===== src/rtl/beamformer_pkg.sv =====
// Shared constants and the steering-delay helper for the 16-mic PDM beamformer.
package beamformer_pkg;

  localparam int unsigned ClkDivDefault = 4;
  localparam int unsigned DecimDefault  = 16;
  localparam int unsigned DelayDepth    = 32;
  localparam int unsigned NumMics       = 16;
  localparam int unsigned DelayW        = 5;
  localparam int unsigned AccW          = 9;

  // Steering delay for one mic: (|s| * (s >= 0 ? mic : 15 - mic)) >> 2, range 0..30.
  function automatic logic [DelayW-1:0] mic_delay(input logic signed [3:0] steer,
                                                 input int unsigned mic);
    logic [3:0] mag;
    logic [3:0] weight;
    logic [7:0] prod;
    // -(-8) wraps to 4'b1000, which read as unsigned is the wanted magnitude 8
    mag    = steer[3] ? 4'(-steer) : 4'(steer);
    weight = steer[3] ? 4'(15 - mic) : 4'(mic);
    prod   = 8'(mag) * 8'(weight);
    return prod[6:2];
  endfunction

endpackage


===== src/rtl/mic_delay_line.sv =====
// One mic's 32-deep PDM history; the tap reads the line as it will be after this shift.
module mic_delay_line
  import beamformer_pkg::*;
(
  input  logic              i_clk,
  input  logic              i_rst,
  input  logic              i_shift,
  input  logic              i_sample,
  input  logic [DelayW-1:0] i_delay,
  output logic              o_tap
);

  logic [DelayDepth-1:0] r_line;
  logic [DelayDepth-1:0] w_next;
  logic                  unused_oldest;

  assign w_next        = {r_line[DelayDepth-2:0], i_sample};
  assign o_tap         = w_next[i_delay];
  assign unused_oldest = r_line[DelayDepth-1];

  always_ff @(posedge i_clk) begin
    if (i_rst) begin
      r_line <= '0;
    end else if (i_shift) begin
      r_line <= w_next;
    end
  end

endmodule


===== src/rtl/tt_um_16_mic_beamformer_arghunter.sv =====
// 16-mic delay-and-sum PDM beamformer with per-window popcount decimation.
// Define BEAM_SATURATE_EN to clamp the output at 255 instead of dropping the LSB.
module tt_um_16_mic_beamformer_arghunter
  import beamformer_pkg::*;
#(
  parameter int unsigned CLK_DIV = ClkDivDefault,
  parameter int unsigned DECIM   = DecimDefault
) (
  input  logic       clk,
  input  logic       rst_n,
  input  logic       ena,
  input  logic [7:0] ui_in,
  input  logic [7:0] uio_in,
  output logic [7:0] uo_out,
  output logic [7:0] uio_out,
  output logic [7:0] uio_oe
);

  localparam int unsigned CntW   = (2 * CLK_DIV > 1) ? $clog2(2 * CLK_DIV) : 1;
  localparam int unsigned FrameW = (DECIM > 1) ? $clog2(DECIM) : 1;
  localparam logic [CntW-1:0]   CntHalf   = CntW'(CLK_DIV - 1);
  localparam logic [CntW-1:0]   CntMid    = CntW'(CLK_DIV);
  localparam logic [CntW-1:0]   CntLast   = CntW'(2 * CLK_DIV - 1);
  localparam logic [FrameW-1:0] FrameLast = FrameW'(DECIM - 1);

  logic [CntW-1:0]       r_cnt;
  logic [7:0]            r_even;
  logic signed [3:0]     r_steer;
  logic [AccW-1:0]       r_acc;
  logic [FrameW-1:0]     r_frame;
  logic [7:0]            r_sample;
  logic                  r_strobe;

  logic                  w_frame_evt;
  logic                  w_window_done;
  logic                  w_pdm_clk;
  logic [NumMics-1:0]    w_mics;
  logic [NumMics-1:0]    w_tap;
  logic [DelayW-1:0]     w_delay [NumMics];
  logic [4:0]            w_pop;
  logic [AccW-1:0]       w_total;
  logic [7:0]            w_sample;
  logic                  unused_uio_in;

  assign w_frame_evt   = (r_cnt == CntLast);
  assign w_window_done = w_frame_evt && (r_frame == FrameLast);
  assign w_pdm_clk     = (r_cnt >= CntMid);
  assign unused_uio_in = ^uio_in[3:0];

  for (genvar gk = 0; gk < 8; gk++) begin : g_pair
    assign w_mics[2*gk]   = r_even[gk];
    assign w_mics[2*gk+1] = ui_in[gk];
  end

  for (genvar gi = 0; gi < NumMics; gi++) begin : g_mic
    assign w_delay[gi] = mic_delay(r_steer, gi);

    mic_delay_line u_line (
      .i_clk    (clk),
      .i_rst    (rst_n),
      .i_shift  (ena & w_frame_evt),
      .i_sample (w_mics[gi]),
      .i_delay  (w_delay[gi]),
      .o_tap    (w_tap[gi])
    );
  end

  always_comb begin
    w_pop = '0;
    for (int i = 0; i < NumMics; i++) begin
      w_pop = w_pop + 5'(w_tap[i]);
    end
  end

  assign w_total = r_acc + AccW'(w_pop);

`ifdef BEAM_SATURATE_EN
  assign w_sample = w_total[8] ? 8'hFF : w_total[7:0];
`else
  assign w_sample = w_total[8:1];
`endif

  always_ff @(posedge clk) begin
    if (rst_n) begin
      r_cnt    <= '0;
      r_even   <= '0;
      r_steer  <= '0;
      r_acc    <= '0;
      r_frame  <= '0;
      r_sample <= '0;
      r_strobe <= 1'b0;
    end else begin
      // Strobe is a single-cycle pulse; it never lingers across a stall.
      r_strobe <= 1'b0;
      if (ena) begin
        r_cnt <= w_frame_evt ? '0 : r_cnt + 1'b1;
        if (r_cnt == CntHalf) begin
          r_even <= ui_in;
        end
        if (w_window_done) begin
          r_sample <= w_sample;
          r_acc    <= '0;
          r_frame  <= '0;
          r_steer  <= uio_in[7:4];
          r_strobe <= 1'b1;
        end else if (w_frame_evt) begin
          r_acc   <= w_total;
          r_frame <= r_frame + 1'b1;
        end
      end
    end
  end

  assign uo_out  = r_sample;
  assign uio_out = {6'b0, r_strobe, w_pdm_clk};
  assign uio_oe  = 8'h03;

endmodule


===== config.mk =====
export PLATFORM = sky130hd
export DESIGN_NAME = tt_um_16_mic_beamformer_arghunter
export DESIGN_NICKNAME = d
export VERILOG_FILES = /design/src/rtl/beamformer_pkg.sv /design/src/rtl/mic_delay_line.sv /design/src/rtl/tt_um_16_mic_beamformer_arghunter.sv
export SDC_FILE = /design/constraint.sdc
export NUM_CORES = 1
export LEC_CHECK = 0
export ABC_AREA = 0
export CORE_MARGIN = 2
export CORE_UTILIZATION = 40
export DETAILED_ROUTE_END_ITERATION = 10
export HOLD_SLACK_MARGIN = 0.1
export PLACE_DENSITY_LB_ADDON = 0.12
export SLEW_MARGIN = 30
export SYNTH_ARGS = -nofsm -noshare
export SYNTH_HDL_FRONTEND = slang
export SYNTH_SLANG_ARGS = --single-unit

===== constraint.sdc =====
create_clock -name clk -period 7.9 [get_ports clk]
set_input_delay 1.58 -clock clk [delete_from_list [all_inputs] [get_ports clk]]
set_output_delay 1.58 -clock clk [all_outputs]
set_load 0.05 [all_outputs]

== Word level (Yosys, flattened, before mapping) ==
Index checks and enable logic that the tools add are counted.
Widths: inputs -> output; s select.
Word-level totals
  bits of input ports: 19
  logic and storage cells: 141
  register bits: 533
Operators by class
  muxes and demuxes: 55
  $lt $le $gt $ge: 17
  multipliers: 16
  add/sub/neg operators: 19
  reductions and logical operators: 6
  equal/unequal tests: 3
  bitwise operators: 2
Operators by type and width (number)
  $mul 4x4->7: 16
  $lt 5x6->1 const B: 16
  $bmux 1 s5: 16
  $mux 4: 19
  $add 5x1->5: 11
  $mux 9: 2
  $mux 1: 17
  $add 9x5->9: 1
  $reduce_and 2->1: 3
  $add 4x1->5: 1
  $add 3x1->4: 1
  $add 4x1->4 const B: 1
  $eq 4x4->1 const B: 1
  $neg 4->4: 1
  $add 2x1->3: 1
  $add 3x1->3 const B: 1
  $eq 3x2->1 const B: 1
  $eq 3x3->1 const B: 1
  $ge 3x3->1 const B: 1
  $mux 3: 1
  $add 1x1->2: 1
  $reduce_bool 2->1: 1
  $reduce_or 2->1: 1
  $and 1x1->1: 1
  other kinds (2): 2

== Longest topological paths before layout ==
Gate-level depths: netlist of the first run.
  word-level depth: 23
  depth in mapped cells: 31

== Hierarchy ==
From an unflattened synthesis of the first run, not the netlist that was laid out.
Second synthesis, totals
  cell total of the unflattened synthesis: 2814
  area total of the unflattened synthesis: 27611.5 um2
By module, submodules not included
  mic_delay_line: instances 16, cells an instance 141, area an instance 1402.6 um2
  tt_um_16_mic_beamformer_arghunter: instances 1, cells an instance 558, area an instance 5170.0 um2

== Worst setup path before layout of the first run ==
No wires, ideal clock.
  kind: register to register
  start point: register r_steer[3]
  end point: register r_sample[4] (netlist: uo_out[4])
  library setup time: 0.122 ns
  setup slack: -0.221 ns
  path buffers: 2
  clock period less this slack: 8.121 ns
  stages on the path, launching flop included: 24
  arrival time: 7.999 ns
  path through: dfxtp_1 buf_2 nor4b_2 inv_1 fa_1 inv_1 fa_1 clkbuf_1 mux4_2 mux4_2 mux2_2 fa_1 fa_1 fa_1 inv_1 fa_1 inv_1 fa_1 a21o_1 a21o_1 a211oi_1 or2_2 nor4_1 a311o_1
On the way
  longest elaborated chain between the ends: 21
Ends and longest elaborated chain
  start: declaration: line tt_um_16_mic_beamformer_arghunter.sv:28  | logic signed [3:0] r_steer;
  start signal: assignment: line tt_um_16_mic_beamformer_arghunter.sv:104  | r_steer <= uio_in[7:4];
  $neg 4->4: line beamformer_pkg.sv:18  | mag = steer[3] ? 4'(-steer) : 4'(steer);
  $mux 4: line beamformer_pkg.sv:18
  $mul 4x4->7: line beamformer_pkg.sv:20  | prod = 8'(mag) * 8'(weight);
  $bmux 1 s5: line mic_delay_line.sv:18  | assign o_tap = w_next[i_delay];
  $mux 1 (not written as such): line mic_delay_line.sv:18
  $add 1x1->2: line tt_um_16_mic_beamformer_arghunter.sv:71  | w_pop = w_pop + 5'(w_tap[i]);
  $add 2x1->3: line tt_um_16_mic_beamformer_arghunter.sv:71
  $add 3x1->4: line tt_um_16_mic_beamformer_arghunter.sv:71
  $add 4x1->5: line tt_um_16_mic_beamformer_arghunter.sv:71
  $add 5x1->5 (10 in series): line tt_um_16_mic_beamformer_arghunter.sv:71
  $add 5x1->5 (*): line tt_um_16_mic_beamformer_arghunter.sv:71
  $add 9x5->9 (*): line tt_um_16_mic_beamformer_arghunter.sv:75  | assign w_total = r_acc + AccW'(w_pop);
  end signal: assignment: line tt_um_16_mic_beamformer_arghunter.sv:101  | r_sample <= w_sample;
  end: declaration: line tt_um_16_mic_beamformer_arghunter.sv:31  | logic [7:0] r_sample;
Mark *: on every way between the ends. The rest lies on a longest branch, timed or not. The select of a mux whose other input is x is not followed.
A chain may end at the register's enable or synchronous reset.

== Worst setup path in the final report of the first run ==
  start point: register r_steer[0]
  end point: register r_sample[7] (netlist: uo_out[7])
On the way
  longest elaborated chain between the ends: 21
Ends and longest elaborated chain (line)
  $neg 4->4: beamformer_pkg.sv:18
  $mux 4 (*): beamformer_pkg.sv:18
  $mul 4x4->7: beamformer_pkg.sv:20
  $bmux 1 s5: mic_delay_line.sv:18
  $mux 1 (not written as such): mic_delay_line.sv:18
  $add 1x1->2: tt_um_16_mic_beamformer_arghunter.sv:71
  $add 2x1->3: tt_um_16_mic_beamformer_arghunter.sv:71
  $add 3x1->4: tt_um_16_mic_beamformer_arghunter.sv:71
  $add 4x1->5: tt_um_16_mic_beamformer_arghunter.sv:71
  $add 5x1->5 (10 in series): tt_um_16_mic_beamformer_arghunter.sv:71
  $add 5x1->5 (*): tt_um_16_mic_beamformer_arghunter.sv:71
  $add 9x5->9 (*): tt_um_16_mic_beamformer_arghunter.sv:75
Marked as above.

==> metrics, run 1 <==
static leakage=10.58 nW; setup repair after global routing missed its margin=yes; HP Class=flop to flop; commonest cells after routing, fill and taps aside=nand2_1, a21oi_1, dfxtp_1; worst skew pair latency=0.62 ns; final max-slew violation count=0; most congested layer reported by global routing=met2; clock tree from TritonCTS=built; Largest stage delay, worst path=0.60 ns; required time reported for the critical path endpoint=about 8.4 ns; remaining global-route overflow=0; number of hold buffers added after cts=0; top-level port count=43; routed length per placed instance=around 15 um; worst path buffer plus inverter count=6; largest fanout of any net on the critical path=4; met2 demand-to-capacity share in global routing=27.65%; area fraction in compound gates after synthesis=12.25%; post-synth cell types=42; initial antenna violation count=0; vias per inst=5.118; Clk network pwr share=49.9%; count of endpoints failing hold in the final timing report=0; floorplan core area=around 0.064 mm^2; multi-input combinational cell area=0.01413 mm^2; xor-xnor portion of the synthesized cell area=2.124%; sequential power share=46.5%; post-placement cell count=~3700; Yosys warning total=0; Die Height=258.9 um; antenna diode count=0; Adder-Cell Fraction of Synth Area=8.438%; data arrival time of the critical path=8.18 ns; final hold slack=0.4559 ns; largest net degree at the start of global routing=249; drc violations=0; Total Routing Usage GR=17.41%; starting utilization of the core area=between 40 and 50%; largest family of logic cells by synthesized area=simple AND/OR/NAND/NOR gates; overall die width=258.9 um; H-Tree Level Count=2; post-synthesis simple-gate area fraction=15.76%; Post-Syn Area=roughly 0.026 mm^2; half-perimeter wire length after placement=37250 um; Comb pwr share=3.6%; filler cell count=6105; Setup Viol. Count Final=0; setup TNS=0 ns; number of global-route vias before repair=approximately 18000; outcome=completed; Routed Antenna Nets=0; number of nets in the layout=between 3000 and 4000; final worst path period need=7.664 ns; area delta synth->final=12.69%; final critical-path share of the clock period=97.02%; clock edge transition at the registers on the reported setup and hold paths=about 0.07 ns; switching power total=between 1 and 1.5 mW; worst clock skew=~0.021 ns; number of sinks on the clock net=533; IR drop worst, VDD=150.3 uV; maximum clock insertion buffer count=3; Detailed Routing Iterations Pass 1=5; post-layout instance area=0.02928 mm^2; Tightest Pin Transition=0.9423 ns; Final Non-Filler Cells=approximately 3800; post-synthesis sequential area ratio=roughly two fifths; total of flip-flops plus latches after synthesis=533; Die Footprint=around 0.067 mm^2; P per Cell Area=197.5 mW/mm^2; number of CTS-inserted buffers=58; number of standard cells after synthesis=2935; sw frac=a little over a fifth; slew margin rel.=37.18%; met3 track utilization from global routing=under 10%; gpl congestion=0.7609; fraction of final layout cells sized beyond drive strength 1=13.02%; wire length of the first global-routing pass=between 90000 and 100000 um; Crit Path Class=flop to flop; cell-internal power=4.522 mW; Slowest-stage cell, CP=fa_2; timing-limited maximum frequency=0.1305 GHz; cell at the root of the clock tree=clkbuf_16; met1 demand-to-capacity share in global routing=approximately a quarter; via total after detailed routing=19430; number of DRC markers after the initial detailed-route iteration=~1500; max_cap viols=0; worst setup slack after placement=-0.2123 ns; count of standard-cell rows=93; total power of the final layout=5.781 mW; detailed-route wire length=58240 um; crit path capture type=flop; most common library cell in the layout ignoring fill and taps=nand2_1; cell type group with the largest total delay on the critical path=adder cells; final critical-path setup slack=approximately 0.24 ns; multiplexer share of the synthesized area=14.71%; final design utilization=a little under half; area occupied by registers=0.01068 mm^2; launching element type of the critical path=flop; Post-Synthesis Mean Instance Area=roughly 8.9 um^2; instance area at placement=0.02697 mm^2; Port-buffer cells=24
[worst register-to-register path, delay by kind of cell, from the launching register on]
kind	cells	cell delay (ns)
xor+xnor	1	0.18
buf+inv	6	0.37
fa+ha+maj	10	4.55
compound gates	4	0.65
simple gates	2	0.18
flops	1	0.33
mux	3	1.29
[power groups by stage]
stage	combinational, mW	sequential [mW]	clock [mW]
3_5_place_dp	0.206	2.75	0
4_1_cts	0.207	2.69	2.96
3_3_place_gp	0.203	2.75	0
6_report	0.206	2.69	2.88
2_1_floorplan	0.152	2.75	0
5_1_grt	0.226	2.69	3.08
[cell usage after synthesis, drive strengths merged]
library cell	n	area, um^2
o21ai	7	35.03
o211ai	1	7.510
xnor2	50	437.9
buf	54	417.9
a21oi	551	2758
or3	1	6.260
or2	2	12.51
nand3	9	45.04
xor2	13	113.9
inv	98	367.9
and4	1	8.760
nor4b	1	15.01
nor4	1	6.260
mux2i	6	60.06
nor3b	1	7.510
o31ai	1	7.510
a31oi	2	12.51
dfxtp	533	10670
a21o	34	255.2
a211oi	6	45.04
nand2	1034	3881
nand2b	2	12.51
fa	52	1041
mux4	160	3637
nand3b	2	15.01
conb	2	7.510
a311o	1	10.01
a22o	4	35.03
nor2	19	71.32
o2111ai	1	8.760
mux2	11	123.9
a21boi	1	7.510
and2	1	6.260
ha	92	1151
clkbuf	180	675.7
nor2b	1	6.260
[per-layer routing]
layer | wire, um | vias up
li1 | - | 9720
met1 | 27920 | 9304
met2 | 27060 | 327
met3 | 2158 | 81
met4 | 1108 | 0
met5 | 0 | -
[final cells by class]
type	count	share of cell area [%]
multi-input combinational	2106	48.26
inverter	98	1.265
timing repair buffer	99	3.329
sequential	533	36.47
clock buffer	83	6.009
tap	855	3.654
clock inverter	23	1.009
[repair_timing]
action / in CTS / in global routing
pin swaps: 11 / 25
buffers inserted: 1 / 4
endpoints found under the setup margin: 8 / 11
resized for setup: 15 / 39
[sequential cells by signal (all words and copies together), names as in the netlist]
signal	flops
uo_out	8
r_frame	4
r_steer	4
r_even	8
r_strobe	1
r_acc	9
r_cnt	3
g_mic.u_line.r_line	496
[path summary, 6_finish.rpt]
check | start | end | slack [ns] | depth (start not counted)
worst min register to register | g_mic[15].u_line.r_line[29]$_SDFFE_PP0P_ | g_mic[15].u_line.r_line[30]$_SDFFE_PP0P_ | 0.46 | 2
worst max-delay path | r_steer[0]$_SDFFE_PP0P_ | uo_out[7]$_SDFFE_PP0P_ | 0.24 | 26
worst min-delay path | g_mic[15].u_line.r_line[29]$_SDFFE_PP0P_ | g_mic[15].u_line.r_line[30]$_SDFFE_PP0P_ | 0.46 | 2
worst max register to register | r_steer[0]$_SDFFE_PP0P_ | uo_out[7]$_SDFFE_PP0P_ | 0.24 | 26
[kinds of logic (layout without fill, tap and decap cells)]
logic type,count (synthesis),in the layout
adder cells (fa/ha/maj),144,144
AND/OR/NAND/NOR,1075,1075
multiplexers,177,177
buffers and inverters,332,303
flip-flops,533,533
XOR/XNOR,63,63
AO/OA/AOI/OAI,609,609
other,2,38
Power figures use the tool's default switching activity.
==> inputs of run 2 (changes only) <==
- ABC_CLOCK_PERIOD_IN_PS: default -> 7900
==> results of run 2 <==
The final DEF is identical to that of run 1; final timing and power are the same.
